--- config.mk ---
export PLATFORM = sky130hd
export DESIGN_NAME = ir_packet_tx_flat
export DESIGN_NICKNAME = d
export VERILOG_FILES = /design/src/rtl/ir_packet_tx_pkg.sv /design/src/rtl/ir_packet_tx_if.sv /design/src/rtl/ir_carrier_gen.sv /design/src/rtl/ir_packet_tx.sv /design/src/flat_wrapper.sv
export SDC_FILE = /design/constraint.sdc
export NUM_CORES = 1
export LEC_CHECK = 0
export BUFFER_PORTS_ARGS = -buffer_cell sky130_fd_sc_hd__buf_4
export CORE_UTILIZATION = 40
export DETAILED_ROUTE_END_ITERATION = 8
export PLACE_DENSITY_LB_ADDON = 0.05
export SLEW_MARGIN = 20
export SYNTH_ARGS = -nofsm -noshare
export SYNTH_HDL_FRONTEND = slang
export SYNTH_SLANG_ARGS = --single-unit
--- constraint.sdc ---
create_clock -name CLK -period 6 [get_ports CLK]
set_input_delay 0.6 -clock CLK [delete_from_list [all_inputs] [get_ports CLK]]
set_output_delay 0.6 -clock CLK [all_outputs]
set_load 0.01 [all_outputs]
--- src/rtl/ir_packet_tx_pkg.sv ---
// Shared types and car profile table for the IR packet transmitter.
// Package name is ir_tx_pkg; the optional parity bit is enabled by IR_TX_PARITY_EN.
package ir_tx_pkg;

  typedef enum logic [2:0] {
    ST_IDLE     = 3'd0,
    ST_START    = 3'd1,
    ST_GAP      = 3'd2,
    ST_SELECT   = 3'd3,
    ST_ASSERT   = 3'd4,
    ST_DEASSERT = 3'd5
  } state_e;

  // Lengths are in carrier periods; half_period is in clock cycles.
  typedef struct packed {
    logic [10:0] half_period;
    logic [7:0]  start_len;
    logic [7:0]  gap_len;
    logic [7:0]  select_len;
    logic [7:0]  assert_len;
    logic [7:0]  deassert_len;
  } profile_t;

  localparam logic [1:0] CAR_BLUE   = 2'd0;
  localparam logic [1:0] CAR_YELLOW = 2'd1;
  localparam logic [1:0] CAR_GREEN  = 2'd2;
  localparam logic [1:0] CAR_RED    = 2'd3;

  localparam int NUM_CARS        = 4;
  localparam int MAX_HALF_PERIOD = 1389;

  localparam profile_t PROFILES [NUM_CARS] = '{
    '{11'd1389, 8'd191, 8'd25, 8'd47, 8'd47, 8'd22},
    '{11'd1250, 8'd88,  8'd40, 8'd22, 8'd44, 8'd22},
    '{11'd1333, 8'd88,  8'd40, 8'd44, 8'd44, 8'd22},
    '{11'd1250, 8'd192, 8'd24, 8'd24, 8'd48, 8'd24}
  };

  // The default entry only matters once the select grows beyond four cars.
  function automatic profile_t car_profile(input logic [1:0] sel, input logic [1:0] dflt);
    profile_t p;
    case (sel)
      CAR_BLUE:   p = PROFILES[CAR_BLUE];
      CAR_YELLOW: p = PROFILES[CAR_YELLOW];
      CAR_GREEN:  p = PROFILES[CAR_GREEN];
      CAR_RED:    p = PROFILES[CAR_RED];
      default:    p = PROFILES[dflt];
    endcase
    return p;
  endfunction

endpackage

--- src/rtl/ir_packet_tx_if.sv ---
// Request/status bundle between the command register side and the IR transmitter.
interface ir_packet_tx_if #(parameter int CMD_WIDTH = 4);
  logic                 SEND_PACKET;
  logic [CMD_WIDTH-1:0] COMMAND;
  logic [1:0]           CAR_SEL;
  logic                 IR_LED;
  logic                 BUSY;
  logic                 DONE;
  logic                 PENDING;
  logic [2:0]           CURR_STATE;

  modport master (
    output SEND_PACKET, COMMAND, CAR_SEL,
    input  IR_LED, BUSY, DONE, PENDING, CURR_STATE
  );

  modport slave (
    input  SEND_PACKET, COMMAND, CAR_SEL,
    output IR_LED, BUSY, DONE, PENDING, CURR_STATE
  );
endinterface

--- src/rtl/ir_carrier_gen.sv ---
// Carrier timebase: square wave of period 2*half_period starting low, plus a
// one-cycle strobe on the last cycle of each full period.
module ir_carrier_gen #(
  parameter int HP_W = 11
) (
  input  logic            clk_sys,
  input  logic            rst_b,
  input  logic [HP_W-1:0] half_period,
  input  logic            enable,
  input  logic            restart,
  output logic            carrier,
  output logic            period_done
);

  logic [HP_W-1:0] hp_cnt_q, hp_cnt_d;
  logic            level_q, level_d;
  logic            hp_tc;

  assign hp_tc = (hp_cnt_q == (half_period - HP_W'(1)));

  always_comb begin
    hp_cnt_d = hp_cnt_q;
    level_d  = level_q;
    if (!enable || restart) begin
      hp_cnt_d = '0;
      level_d  = 1'b0;
    end else if (hp_tc) begin
      hp_cnt_d = '0;
      level_d  = ~level_q;
    end else begin
      hp_cnt_d = hp_cnt_q + HP_W'(1);
    end
  end

  always_ff @(posedge clk_sys or negedge rst_b) begin
    if (!rst_b) begin
      hp_cnt_q <= '0;
      level_q  <= 1'b0;
    end else begin
      hp_cnt_q <= hp_cnt_d;
      level_q  <= level_d;
    end
  end

  assign carrier     = level_q;
  assign period_done = enable && level_q && hp_tc;

endmodule

--- src/rtl/ir_packet_tx.sv ---
// IR command packet transmitter: START, GAP, SELECT, GAP, then one data burst
// plus gap per bit. Define IR_TX_PARITY_EN to append an even-parity data bit.
module ir_packet_tx
  import ir_tx_pkg::*;
#(
  parameter int CMD_WIDTH            = 4,
  parameter int HALF_PERIOD_OVERRIDE = 0,
  parameter int DEFAULT_CAR          = 0
) (
  input logic          CLK,
  input logic          RESETN,
  ir_packet_tx_if.slave bus
);

`ifdef IR_TX_PARITY_EN
  localparam int NBITS = CMD_WIDTH + 1;
`else
  localparam int NBITS = CMD_WIDTH;
`endif
  localparam int MAX_HP = (HALF_PERIOD_OVERRIDE > MAX_HALF_PERIOD) ? HALF_PERIOD_OVERRIDE
                                                                    : MAX_HALF_PERIOD;
  localparam int HP_W = $clog2(MAX_HP + 1);
  localparam int BC_W = $clog2(NBITS + 1);
  localparam logic [BC_W-1:0] NBITS_C  = BC_W'(NBITS);
  localparam logic [1:0]      DFLT_SEL = DEFAULT_CAR[1:0];

  function automatic logic [NBITS-1:0] load_bits(input logic [CMD_WIDTH-1:0] cmd);
`ifdef IR_TX_PARITY_EN
    return {cmd, ^cmd};
`else
    return cmd;
`endif
  endfunction

  state_e               state_q, state_d;
  logic [NBITS-1:0]     shift_q, shift_d;
  logic [1:0]           car_q, car_d;
  logic [CMD_WIDTH-1:0] pbuf_cmd_q, pbuf_cmd_d;
  logic [1:0]           pbuf_car_q, pbuf_car_d;
  logic                 pend_q, pend_d;
  logic [7:0]           per_cnt_q, per_cnt_d;
  logic [BC_W-1:0]      bit_cnt_q, bit_cnt_d;
  logic                 sel_done_q, sel_done_d;
  logic                 done_q, done_d;
  logic                 busy_q, busy_d;
  logic                 burst_q, burst_d;

  profile_t        prof;
  logic [HP_W-1:0] half_period;
  logic [7:0]      phase_len;
  logic            carrier;
  logic            period_done;
  logic            phase_end;

  assign prof        = car_profile(car_q, DFLT_SEL);
  assign half_period = (HALF_PERIOD_OVERRIDE != 0) ? HP_W'(HALF_PERIOD_OVERRIDE)
                                                   : HP_W'(prof.half_period);

  always_comb begin
    case (state_q)
      ST_START:    phase_len = prof.start_len;
      ST_GAP:      phase_len = prof.gap_len;
      ST_SELECT:   phase_len = prof.select_len;
      ST_ASSERT:   phase_len = prof.assert_len;
      ST_DEASSERT: phase_len = prof.deassert_len;
      default:     phase_len = 8'd0;
    endcase
  end

  assign phase_end = period_done && ((per_cnt_q + 8'd1) == phase_len);

  // The timebase also runs through gaps so they are measured in carrier periods;
  // only the pin is gated outside bursts.
  ir_carrier_gen #(.HP_W(HP_W)) u_carrier (
    .clk_sys     (CLK),
    .rst_b       (RESETN),
    .half_period (half_period),
    .enable      (busy_q),
    .restart     (phase_end),
    .carrier     (carrier),
    .period_done (period_done)
  );

  always_comb begin
    state_d    = state_q;
    shift_d    = shift_q;
    car_d      = car_q;
    pbuf_cmd_d = pbuf_cmd_q;
    pbuf_car_d = pbuf_car_q;
    pend_d     = pend_q;
    per_cnt_d  = per_cnt_q;
    bit_cnt_d  = bit_cnt_q;
    sel_done_d = sel_done_q;
    done_d     = 1'b0;

    if (state_q != ST_IDLE && bus.SEND_PACKET) begin
      pend_d     = 1'b1;
      pbuf_cmd_d = bus.COMMAND;
      pbuf_car_d = bus.CAR_SEL;
    end

    case (state_q)
      ST_IDLE: begin
        if (pend_q || bus.SEND_PACKET) begin
          state_d    = ST_START;
          per_cnt_d  = '0;
          bit_cnt_d  = '0;
          sel_done_d = 1'b0;
          if (pend_q) begin
            // Buffered request wins; a fresh strobe in the same cycle queues behind it.
            shift_d = load_bits(pbuf_cmd_q);
            car_d   = pbuf_car_q;
            pend_d  = bus.SEND_PACKET;
            if (bus.SEND_PACKET) begin
              pbuf_cmd_d = bus.COMMAND;
              pbuf_car_d = bus.CAR_SEL;
            end
          end else begin
            shift_d = load_bits(bus.COMMAND);
            car_d   = bus.CAR_SEL;
          end
        end
      end
      default: begin
        if (phase_end) begin
          per_cnt_d = '0;
          case (state_q)
            ST_GAP: begin
              if (!sel_done_q) begin
                state_d = ST_SELECT;
              end else if (bit_cnt_q < NBITS_C) begin
                state_d = shift_q[NBITS-1] ? ST_ASSERT : ST_DEASSERT;
              end else begin
                state_d = ST_IDLE;
                done_d  = 1'b1;
              end
            end
            ST_SELECT: begin
              sel_done_d = 1'b1;
              state_d    = ST_GAP;
            end
            ST_ASSERT, ST_DEASSERT: begin
              shift_d   = shift_q << 1;
              bit_cnt_d = bit_cnt_q + BC_W'(1);
              state_d   = ST_GAP;
            end
            default: state_d = ST_GAP;
          endcase
        end else if (period_done) begin
          per_cnt_d = per_cnt_q + 8'd1;
        end
      end
    endcase

    busy_d  = (state_d != ST_IDLE);
    burst_d = state_d inside {ST_START, ST_SELECT, ST_ASSERT, ST_DEASSERT};
  end

  always_ff @(posedge CLK or negedge RESETN) begin
    if (!RESETN) begin
      state_q    <= ST_IDLE;
      shift_q    <= '0;
      car_q      <= '0;
      pbuf_cmd_q <= '0;
      pbuf_car_q <= '0;
      pend_q     <= 1'b0;
      per_cnt_q  <= '0;
      bit_cnt_q  <= '0;
      sel_done_q <= 1'b0;
      done_q     <= 1'b0;
      busy_q     <= 1'b0;
      burst_q    <= 1'b0;
    end else begin
      state_q    <= state_d;
      shift_q    <= shift_d;
      car_q      <= car_d;
      pbuf_cmd_q <= pbuf_cmd_d;
      pbuf_car_q <= pbuf_car_d;
      pend_q     <= pend_d;
      per_cnt_q  <= per_cnt_d;
      bit_cnt_q  <= bit_cnt_d;
      sel_done_q <= sel_done_d;
      done_q     <= done_d;
      busy_q     <= busy_d;
      burst_q    <= burst_d;
    end
  end

  assign bus.IR_LED     = carrier & burst_q;
  assign bus.BUSY       = busy_q;
  assign bus.DONE       = done_q;
  assign bus.PENDING    = pend_q;
  assign bus.CURR_STATE = state_q;

endmodule

--- src/flat_wrapper.sv ---
// flat-port wrapper written by rule: the top's interface ports become plain ports
module ir_packet_tx_flat import ir_tx_pkg::*;
#(
  parameter int CMD_WIDTH            = 4,
  parameter int HALF_PERIOD_OVERRIDE = 0,
  parameter int DEFAULT_CAR          = 0
)
  (CLK, RESETN, bus_SEND_PACKET, bus_COMMAND, bus_CAR_SEL, bus_IR_LED, bus_BUSY, bus_DONE, bus_PENDING, bus_CURR_STATE);
  ir_packet_tx_if #(.CMD_WIDTH(CMD_WIDTH)) bus_i ();
  input logic CLK;
  input logic RESETN;
  input wire logic [$bits(bus_i.SEND_PACKET)-1:0] bus_SEND_PACKET;
  input wire logic [$bits(bus_i.COMMAND)-1:0] bus_COMMAND;
  input wire logic [$bits(bus_i.CAR_SEL)-1:0] bus_CAR_SEL;
  output wire logic [$bits(bus_i.IR_LED)-1:0] bus_IR_LED;
  output wire logic [$bits(bus_i.BUSY)-1:0] bus_BUSY;
  output wire logic [$bits(bus_i.DONE)-1:0] bus_DONE;
  output wire logic [$bits(bus_i.PENDING)-1:0] bus_PENDING;
  output wire logic [$bits(bus_i.CURR_STATE)-1:0] bus_CURR_STATE;
  assign bus_i.SEND_PACKET = bus_SEND_PACKET;
  assign bus_i.COMMAND = bus_COMMAND;
  assign bus_i.CAR_SEL = bus_CAR_SEL;
  assign bus_IR_LED = bus_i.IR_LED;
  assign bus_BUSY = bus_i.BUSY;
  assign bus_DONE = bus_i.DONE;
  assign bus_PENDING = bus_i.PENDING;
  assign bus_CURR_STATE = bus_i.CURR_STATE;
  ir_packet_tx #(.CMD_WIDTH(CMD_WIDTH), .HALF_PERIOD_OVERRIDE(HALF_PERIOD_OVERRIDE), .DEFAULT_CAR(DEFAULT_CAR)) u_core (.CLK(CLK), .RESETN(RESETN), .bus(bus_i));
endmodule
After elaboration in Yosys (flattened, before gate mapping)

Cells that the tools add are included.

Register bits after elaboration: 43

Bitwise operators: 2
Reductions and logical operators: 22
Add/subtract/negate cells: 4
Eq/ne operators: 15
Order comparisons: 1
Mux-type cells: 50

Operator list:

| kind                    | number |
|---|---|
| $pmux W51 S4            | 1 |
| $mux W4                 | 10 |
| $pmux W8 S5             | 1 |
| $mux W8                 | 4 |
| $mux W3                 | 10 |
| $mux W11                | 2 |
| $mux W1                 | 16 |
| $eq A3 B3 Y1 const B    | 4 |
| $mux W2                 | 6 |
| $add A11 B1 Y11 const B | 1 |
| $eq A11 B11 Y1          | 1 |
| $sub A11 B1 Y11 const B | 1 |
| $eq A3 B2 Y1 const B    | 3 |
| $reduce_bool A3 Y1      | 3 |
| $add A8 B1 Y8 const B   | 1 |
| $eq A8 B8 Y1            | 1 |
| $reduce_bool A2 Y1      | 4 |
| $eq A3 B1 Y1 const B    | 2 |
| $reduce_and A3 Y1       | 2 |
| $eq A2 B2 Y1 const B    | 2 |
| $logic_and A1 B1 Y1     | 4 |
| $reduce_and A2 Y1       | 2 |
| $reduce_bool A4 Y1      | 1 |
| $add A3 B1 Y3 const B   | 1 |
| other kinds (10)        | 11 |

Longest topological paths before layout

Gate-level depths: netlist of the first run.

Word-level depth: 10
Mapped depth: 10
Mapped depth without buffers: 9

Modules after synthesis

Synthesis of the first run repeated with hierarchy kept, for this count alone.

Cells, all modules: 356
Area total of the unflattened synthesis: 3218.1 µm²

By module, submodules not included:

| module         | area each (µm²) | seq. area each (µm²) | cells each | times used |
|---|---|---|---|---|
| ir_packet_tx   | 2169.6          | 775.7                | 236        | 1 |
| ir_carrier_gen | 1048.5          | 300.3                | 120        | 1 |

Worst setup path after synthesis of the first run

Ideal clock, no wire load.

Path kind: flip-flop to flip-flop
Start point: register u_core.car_q[0]
End point: register u_core.bit_cnt_q[2]
Cell stages (with the launch flop): 11
Slack: 3082 ps
Arrival: 2787 ps
Data required time: 5868 ps
Setup time: 132 ps
Cells stage by stage: dfrtp_1 inv_1 ha_1 and2_1 a221oi_2 mux2_2 o31a_1 o211ai_2 buf_4 nor4_1 or3b_1

Word-level cells in the longest chain between the ends: 8
Elaborated cells on any way between the ends: 13
Those cells by class: add/sub (1); eq/ne (5); mux (2); reduce/logical (5)

RTL lines:

| item                                       | RTL line               | source |
|---|---|---|
| start: declaration                         | ir_packet_tx.sv:37     | `logic [1:0] car_q, car_d;` |
| start signal: assignment                   | ir_packet_tx.sv:176    | `car_q <= car_d;` |
| $eq A2 B2 Y1, or another cell as far along | ir_packet_tx_pkg.sv:42 | `case (sel)` |
| $pmux W51 S4 (*)                           | ir_packet_tx_pkg.sv:42 |  |
| $sub A11 B1 Y11                            | ir_carrier_gen.sv:19   | `assign hp_tc = (hp_cnt_q == (half_period - HP_W'(1)));` |
| $eq A11 B11 Y1                             | ir_carrier_gen.sv:19   |  |
| $logic_and A1 B1 Y1                        | ir_carrier_gen.sv:46   | `assign period_done = enable && level_q && hp_tc;` |
| $logic_and A1 B1 Y1 (*)                    | ir_packet_tx.sv:70     | `assign phase_end = period_done && ((per_cnt_q + 8'd1) == phase_len);` |
| $reduce_bool A2 Y1 (no line) (*)           | n/a                    |  |
| $reduce_and A3 Y1 (no line) (*)            | n/a                    |  |
| end signal: assignment                     | ir_packet_tx.sv:181    | `bit_cnt_q <= bit_cnt_d;` |
| end: declaration                           | ir_packet_tx.sv:42     | `logic [BC_W-1:0] bit_cnt_q, bit_cnt_d;` |

Every way passes the cells marked *; elsewhere a longest branch is shown, timed or not. The select of a mux whose other input is x is not followed.
A chain may end at the register's enable or synchronous reset.

Final worst setup path of the first run

Start point: register u_core.car_q[0]
End point: register u_core.shift_q[1]

Word-level cells in the longest chain between the ends: 8
Elaborated cells on any way between the ends: 13
Those cells by class: add/sub (1); eq/ne (5); mux (2); reduce/logical (5)

RTL lines:

| item                                       | RTL line               | source |
|---|---|---|
| $eq A2 B2 Y1, or another cell as far along | ir_packet_tx_pkg.sv:42 |  |
| $pmux W51 S4 (*)                           | ir_packet_tx_pkg.sv:42 |  |
| $sub A11 B1 Y11                            | ir_carrier_gen.sv:19   |  |
| $eq A11 B11 Y1                             | ir_carrier_gen.sv:19   |  |
| $logic_and A1 B1 Y1                        | ir_carrier_gen.sv:46   |  |
| $logic_and A1 B1 Y1 (*)                    | ir_packet_tx.sv:70     |  |
| $reduce_bool A2 Y1 (no line) (*)           | n/a                    |  |
| $reduce_and A3 Y1 (no line) (*)            | n/a                    |  |
| end signal: assignment                     | ir_packet_tx.sv:175    | `shift_q <= shift_d;` |
| end: declaration                           | ir_packet_tx.sv:36     | `logic [NBITS-1:0] shift_q, shift_d;` |

Marks and branches as above.

==> results.tsv, run 1 <==
metric	value	unit
synthArstFlopShare	100	%
pre_cts_ws	2.68	ns
synth-edff-count	0	
hp-class	in2async	
firstDrtPassIters	4	
hold_ws	0.291	ns
cp-start-kind	register	
cts.hold.buffers_added	0	
clock.fmax	301	MHz
end_kind	register	
die_w	88.1	um
yosys_warnings	0	
wl_per_cell	15.9	um
syn_area_per_cell	9.60	um2
worstPathArrival	3.51	ns
peakVddDrop	0.000113	V
start_util	41.1	%
vias_per_cell	5.67	
htree_levels	2	
finalClockSkew	0.0118	ns
relSlewSlack	51.0	%
yosysTopAreaCell	dfrtp_1	
synth.top_cell.area_share	36.3	%
grt_antenna_before_repair	0	
clkSinkCount	43	
power_density	298	nW/um2
critPathMaxFanout	13	
fin_tns_setup	0	ns
grt_max_degree	44	
insertion_delay	0.31	ns
worst_pin_slew	0.735	ns
fp.dieH	88.1	um
wl	6640	um
num-nets-final	339	
mappedNetlistNets	329	
cts_root_buf	clkbuf_8	
cts_tree	yes	
power_leakage	0.00143	uW
netlist_area	2970	um2
ant_nets	0	
path_clk_slew	0.10	ns
io_pins	16	
regToRegSetupSlack	2.68	ns
setup_viol	0	
synth_cell_types	64	
cp.required	6.19	ns
grt_pass1_vias	2182	
timing.final.ws_setup	2.68	ns
place.gp.congestion	0.786	
fin_crit	3.32	ns
clk_path_buf_depth	2	
finalCritPeriodShare	55.4	%
detailed_place_hpwl	4740	um
numCtsBuffers	5	
areaGrowthSynthToFinish	9.19	%
num_antenna_cells	0	
cts_setup_buffers	0	
track_usage	18.5	%
die_area	7770	um2
crit_type	reg2reg	
hold_viol_final	0	
drive_gt1_share	14.1	%
synthTopCellsByArea	dfrtp_1 36%, ha_1 4.6%, xor2_1 3.2%	
post_cts_resized	0	
drc	0	
max-cap-violations	0	
vias	2375	
status	finished clean	
ys_ff_latch	43	
port_buffers	15	
grt_first_pass_wirelength	11000	um
grt-ovfl-total	0	
detail_route.iter0.violations	97	
rsz0062_at_grt	no	
core	7210	um2
yosysSeqAreaShare	36.3	%
ys.flop_type	dfrtp_1	
syn-instance-count	309	
row_count	31	
final_max_slew_viol_count	0	
==> kinds of logic (layout without fill, tap and decap cells) <==
family / count (synthesis) / in the layout / synth area share (%)
xor+xnor: 20 / 20 / 5.90
compound gates: 63 / 63 / 16.0
flops: 43 / 43 / 36.3
mux: 19 / 19 / 6.87
buf+inv: 23 / 34 / 4.09
simple gates: 129 / 129 / 25.9
fa+ha+maj: 12 / 12 / 4.97
==> cell type report <==
type	instances	area, um2
Tap cell	99	124
Clock inverter	3	43.8
Multi-Input combinational cell	243	1770
Clock buffer	5	68.8
Inverter	10	37.5
Fill cell	712	3970
Sequential cell	43	1080
Timing Repair Buffer	16	120
==> worst paths after layout <==
check | from | end | depth (start not counted)
worst min register to register | u_core.shift_q[3]$_DFFE_PN0P_ | u_core.shift_q[3]$_DFFE_PN0P_ | 1
min in group CLK | u_core.shift_q[3]$_DFFE_PN0P_ | u_core.shift_q[3]$_DFFE_PN0P_ | 1
worst max-delay path | u_core.car_q[0]$_DFFE_PN0P_ | u_core.shift_q[1]$_DFFE_PN0P_ | 9
worst min-delay path | RESETN | u_core.u_carrier.hp_cnt_q[10]$_DFF_PN0_ | 1
max in group asynchronous | RESETN | u_core.bus.CURR_STATE[1]$_DFF_PN0_ | 1
worst max register to register | u_core.car_q[0]$_DFFE_PN0P_ | u_core.shift_q[1]$_DFFE_PN0P_ | 9
==> worst max-delay path: stages, from the launching register on <==
cell and delay (ns):
dfrtp_1 0.48, inv_1 0.14, ha_1 0.35, and2_1 0.18, a221oi_2 0.32, mux2_2 0.37
o31a_1 0.33, o211ai_2 0.51, o21ai_2 0.19, mux2_1 0.34
==> metal layers <==
layer | up-vias | global-route usage, % | part of all wire, % | wire [um]
met5 | - | 0 | 0 | 0
met4 | 0 | 6.60 | 2.0 | 135
met3 | 9 | 3.20 | 4.4 | 289
met2 | 58 | 28.8 | 44 | 2950
met1 | 1141 | 26.0 | 49 | 3270
li1 | 1167 | - | - | -
==> where the power goes <==
| group | switching [uW] | total, uW | internal (uW) |
|---|---|---|---|
| combinational | 179 | 334 | 155 |
| sequential | 57.9 | 392 | 334 |
| clock | 115 | 240 | 124 |
==> cells in the final DEF, fill, tap and decap left out, types with 5 or more instances in the layout <==
cell      count
dfrtp_1      43
nor2_1       25
nand2_1      17
buf_4        16
nand3_1      14
xor2_1       11
ha_1         11
inv_1        10
a21oi_1      10
nand2b_1     10
a21o_1        9
xnor2_1       9
o21ai_0       9
nor3_1        8
and3_1        8
mux2i_1       8
mux2_2        7
and2_1        5
nand4b_1      5
nor4b_1       5
clkbuf_8      5
==> Yosys cell counts (9+ instances only) <==
library cell  number
a21o_1             9
a21oi_1           10
dfrtp_1           43
ha_1              11
inv_1             10
nand2_1           17
nand2b_1          10
nand3_1           14
nor2_1            25
o21ai_0            9
xnor2_1            9
xor2_1            11
==> stage by stage <==
stage / cell area (um2) / instances / total power, uW / util (%)
2_1_floorplan: 2970 / 309 / 651 / -
3_3_place_gp: 3130 / 411 / 730 / 43.4
3_5_place_dp: 3130 / 411 / 735 / 43.4
4_1_cts: 3240 / 419 / 974 / 44.9
5_1_grt: 3240 / 419 / 1030 / 44.9
6_report: 3240 / 419 / 965 / 44.9
(Power assumes the default switching activity.)
==> inputs of run 2 (changes only) <==
- clock period: 6 -> 3.3 ns (I/O delays scaled with it)
==> results.tsv, run 2 (same netlist as run 1, synthesis figures left out) <==
metric	value	unit
clk_path_buf_depth	2	
ant_nets	0	
grt_antenna_before_repair	0	
num-nets-final	345	
dp_cells	417	
final_cell_mix	41 x dfrtp_1, 25 x nor2_1, 22 x buf_4	
areaGrowthSynthToFinish	10.5	%
use_met2	29.8	%
vias	2314	
cp_top_family	compound AO/OA/AOI/OAI gates	
clkSinkCount	43	
layout.cells.non_filler	424	
port_buffers	15	
setup_viol	0	
rsz0062_at_grt	no	
cp.required	3.48	ns
detailed_place_hpwl	4860	um
htree_levels	2	
nFillCells	764	
detail_route.iter0.violations	88	
crit_type	reg2reg	
grt_use_met1	25.5	%
die_area	7770	um2
top_usage_layer	met2	
max-cap-violations	0	
num_antenna_cells	0	
numCtsBuffers	5	
die_w	88.1	um
cts_root_buf	clkbuf_8	
track_usage	18.5	%
worstPathArrival	3.21	ns
relSlewSlack	58.5	%
fin_tns_setup	0	ns
slowest_delay	0.72	ns
vias_per_cell	5.46	
crit_slowest_cell	dfrtp_1	
final_core_util	45.4	%
grt-ovfl-total	0	
grt_pass1_vias	2297	
grt_first_pass_wirelength	11100	um
wl_per_cell	15.4	um
drc	0	
core	7210	um2
cts_tree	yes	
firstDrtPassIters	4	
path_clk_slew	0.09	ns
start_util	41.1	%
status	finished clean	
drive_gt1_share	16.0	%
peakVddDrop	0.000201	V
clock.fmax	330	MHz
row_count	31	
grt_max_degree	44	
cp-start-kind	register	
cts.hold.buffers_added	0	
power_density	520	nW/um2
finalPower	1710	uW
hold_viol_final	0	
cts_setup_buffers	0	
hp-class	in2async	
fp.dieH	88.1	um
place.gp.congestion	0.749	
grt_util_met3	3.30	%
power_leakage	0.00144	uW
cp_cell_sequence	nand3b_2, or3b_1, a221oi_1, nor3_1, a21oi_1, nand2_1, o32ai_1	
end_kind	register	
critPathMaxFanout	16	
final_max_slew_viol_count	0	
finalCritPeriodShare	91.7	%
crit_buf_inv	0	
insertion_delay	0.30	ns
finalClockSkew	0.00867	ns
final_common_cell	dfrtp_1	
fin_crit	3.03	ns
worst_pin_slew	0.623	ns
wl	6530	um
io_pins	16	
run 2: report_power, final:
part / leakage [uW] / internal (uW) / switching [uW] / total, uW
combinational: 0.000847 / 304 / 334 / 638
clock: 0.0000477 / 169 / 187 / 356
sequential: 0.000550 / 609 / 103 / 712
run 2: what timing repair did:
| item | in CTS | in global routing |
|---|---|---|
| endpoints found under the setup margin | 0 | 5 |
| endpoints found under the hold margin | 0 | 0 |
| resized for setup | 0 | 3 |
run 2: final timing paths:
check,from,slack [ns],depth (start not counted),end
min in group CLK,bus_COMMAND[3],0.27,2,register
max in group asynchronous,RESETN,2.86,1,u_core.car_q[1]$_DFFE_PN0P_
setup reg to reg,u_core.bus.CURR_STATE[2]$_DFF_PN0_,0.27,7,u_core.sel_done_q$_DFFE_PN0P_
hold / removal,RESETN,0.02,1,u_core.u_carrier.hp_cnt_q[6]$_DFF_PN0_
hold reg to reg,u_core.shift_q[3]$_DFFE_PN0P_,0.49,1,u_core.shift_q[3]$_DFFE_PN0P_
setup / recovery,u_core.bus.CURR_STATE[2]$_DFF_PN0_,0.27,7,u_core.sel_done_q$_DFFE_PN0P_
run 2: cell type report:
cell class,instances,area (um2),share of cell area [%]
inverters,10,37.5,1.15
well taps,99,124,3.78
repair buffers,22,165,5.04
clock buffers,6,82.6,2.52
clock inverters,1,8.76,0.267
multi-input cells,243,1780,54.4
flip-flops and latches,43,1080,32.9
run 2: through the flow:
stage / instance area, um2 / hold slack, ns / setup WS [ns]
floorplan: 2970 / 0.0344 / 0.382
global placement: 3170 / 0.367 / 0.278
detailed placement: 3170 / 0.374 / 0.193
CTS: 3260 / 0.0439 / 0.182
global route: 3280 / 0.0560 / 0.0496
finish: 3280 / 0.0249 / 0.273
run 2: routing by layer:
metal  wire [um]  part of all wire [%]  vias to the layer above
met5           0                     0                        -
met1        3280                    50                     1122
li1            -                     -                     1164
met2        3050                    47                       21
met4          74                   1.1                        0
met3         130                   2.0                        7
==> inputs of run 3 (changes only) <==
- HOLD_SLACK_MARGIN: not set -> 0.15
- PLACE_DENSITY: not set -> 0.66
- PLACE_DENSITY_LB_ADDON: 0.05 -> not set
==> results.tsv, run 3 (same netlist as run 1, synthesis figures left out) <==
metric	value	unit
status	finished clean	
port_buffers	15	
cp.required	3.49	ns
hp-start	bus_COMMAND[3]	
crit_type	reg2reg	
final_cell_mix	43 x dfrtp_1, 25 x nor2_1, 22 x buf_4	
regToRegSetupSlack	0.24	ns
drive_gt1_share	15.9	%
relSlewSlack	54.9	%
core	7210	um2
design_area	3310	um2
vias_per_cell	5.69	
power_leakage	0.00146	uW
power_density	538	nW/um2
cts_tree	yes	
insertion_delay	0.30	ns
nFillCells	711	
critPathMaxFanout	7	
die_w	88.1	um
ff2ff_path_depth	9	
crit_slowest_cell	a211oi_2	
clk_path_buf_depth	2	
seq_area	1080	um2
max-cap-violations	0	
grt_pass1_vias	2360	
die_area	7770	um2
hold_viol_final	0	
grt_max_degree	44	
clkSinkCount	43	
slowest_delay	0.45	ns
crit_buf_inv	1	
detail_route.iter0.violations	119	
worstPathArrival	3.25	ns
place.gp.congestion	0.813	
start_util	41.1	%
track_usage	18.5	%
placed_cell_area	3170	um2
drc	0	
multiInputGateArea	1780	um2
pre_cts_ws	0.231	ns
final_common_cell	dfrtp_1	
grt_first_pass_wirelength	11100	um
htree_levels	2	
path_clk_slew	0.09	ns
final_core_util	45.9	%
cp-start-kind	register	
ant_nets	0	
peakVddDrop	0.000241	V
worst_pin_slew	0.671	ns
hp-class	in2reg	
fp.dieH	88.1	um
num_antenna_cells	0	
final_max_slew_viol_count	0	
finalClockSkew	0.00611	ns
grt-ovfl-total	0	
hold_depth	2	
areaGrowthSynthToFinish	11.6	%
timing.rr.end	u_core.bus.CURR_STATE[0]$_DFF_PN0_	
numCtsBuffers	5	
detailed_place_hpwl	4730	um
grt_antenna_before_repair	0	
timing.final.ws_setup	0.239	ns
num-nets-final	346	
row_count	31	
io_pins	16	
firstDrtPassIters	4	
cp_cell_sequence	buf_4, ha_1, o21ba_2, nor4_1, o211ai_1, a211oi_2, o211a_1, nand2_1, a211o_1	
wl	6430	um
wl_per_cell	15.1	um
finalCritPeriodShare	92.8	%
fin_tns_setup	0	ns
end_kind	register	
cts_root_buf	clkbuf_8	
rsz0062_at_grt	no	
vias	2423	
fin_crit	3.06	ns
clock.fmax	327	MHz
r2r-start	u_core.car_q[0]$_DFFE_PN0P_	
setup_viol	0	
cp_top_family	compound AO/OA/AOI/OAI gates	
==> run 3: what timing repair did <==
action	CTS	global route
hold buffers	1	0
resized for setup	0	2
setup buffers	0	0
endpoints found under the setup margin	0	4
hold endpoints to repair	43	0
==> run 3: metrics by stage <==
stage	power, uW	hold WS (ns)	std cells
after floorplan	1180	0.0344	309
after global placement	1340	0.372	417
after detailed placement	1360	0.367	417
after CTS	1800	0.255	426
after global routing	1930	0.244	426
final	1780	0.261	426
==> run 3: worst max-delay path by stage <==
stage | startpoint | to | cells after the start
after global routing | u_core.car_q[1]$_DFFE_PN0P_ | u_core.bus.CURR_STATE[0]$_DFF_PN0_ | 9
after global placement | u_core.car_q[1]$_DFFE_PN0P_ | u_core.bus.CURR_STATE[0]$_DFF_PN0_ | 10
final | u_core.car_q[0]$_DFFE_PN0P_ | u_core.bus.CURR_STATE[0]$_DFF_PN0_ | 9
after detailed placement | u_core.car_q[1]$_DFFE_PN0P_ | u_core.bus.CURR_STATE[0]$_DFF_PN0_ | 10
after CTS | u_core.car_q[1]$_DFFE_PN0P_ | u_core.bus.CURR_STATE[0]$_DFF_PN0_ | 10
after floorplan | u_core.car_q[0]$_DFFE_PN0P_ | u_core.bit_cnt_q[2]$_DFFE_PN0P_ | 10
==> run 3: routing by layer <==
layer	vias up	global-route usage, %	routed length (um)
li1	1174	-	-
met1	1192	23.8	2970
met2	50	31.2	3130
met3	7	3.49	236
met4	0	6.30	97
met5	-	0	0
==> run 3: report_power, final <==
part	switching, uW	internal, uW
Clock	202	230
Combinational	348	301
Sequential	95.6	607
==> run 3: layout make-up <==
type                            count  share of cell area, %
Timing Repair Buffer               23                   5.29
Tap cell                           99                   3.74
Clock buffer                        5                   2.08
Multi-Input combinational cell    243                   53.8
Inverter                           10                   1.13
Clock inverter                      3                   1.44
Sequential cell                    43                   32.5
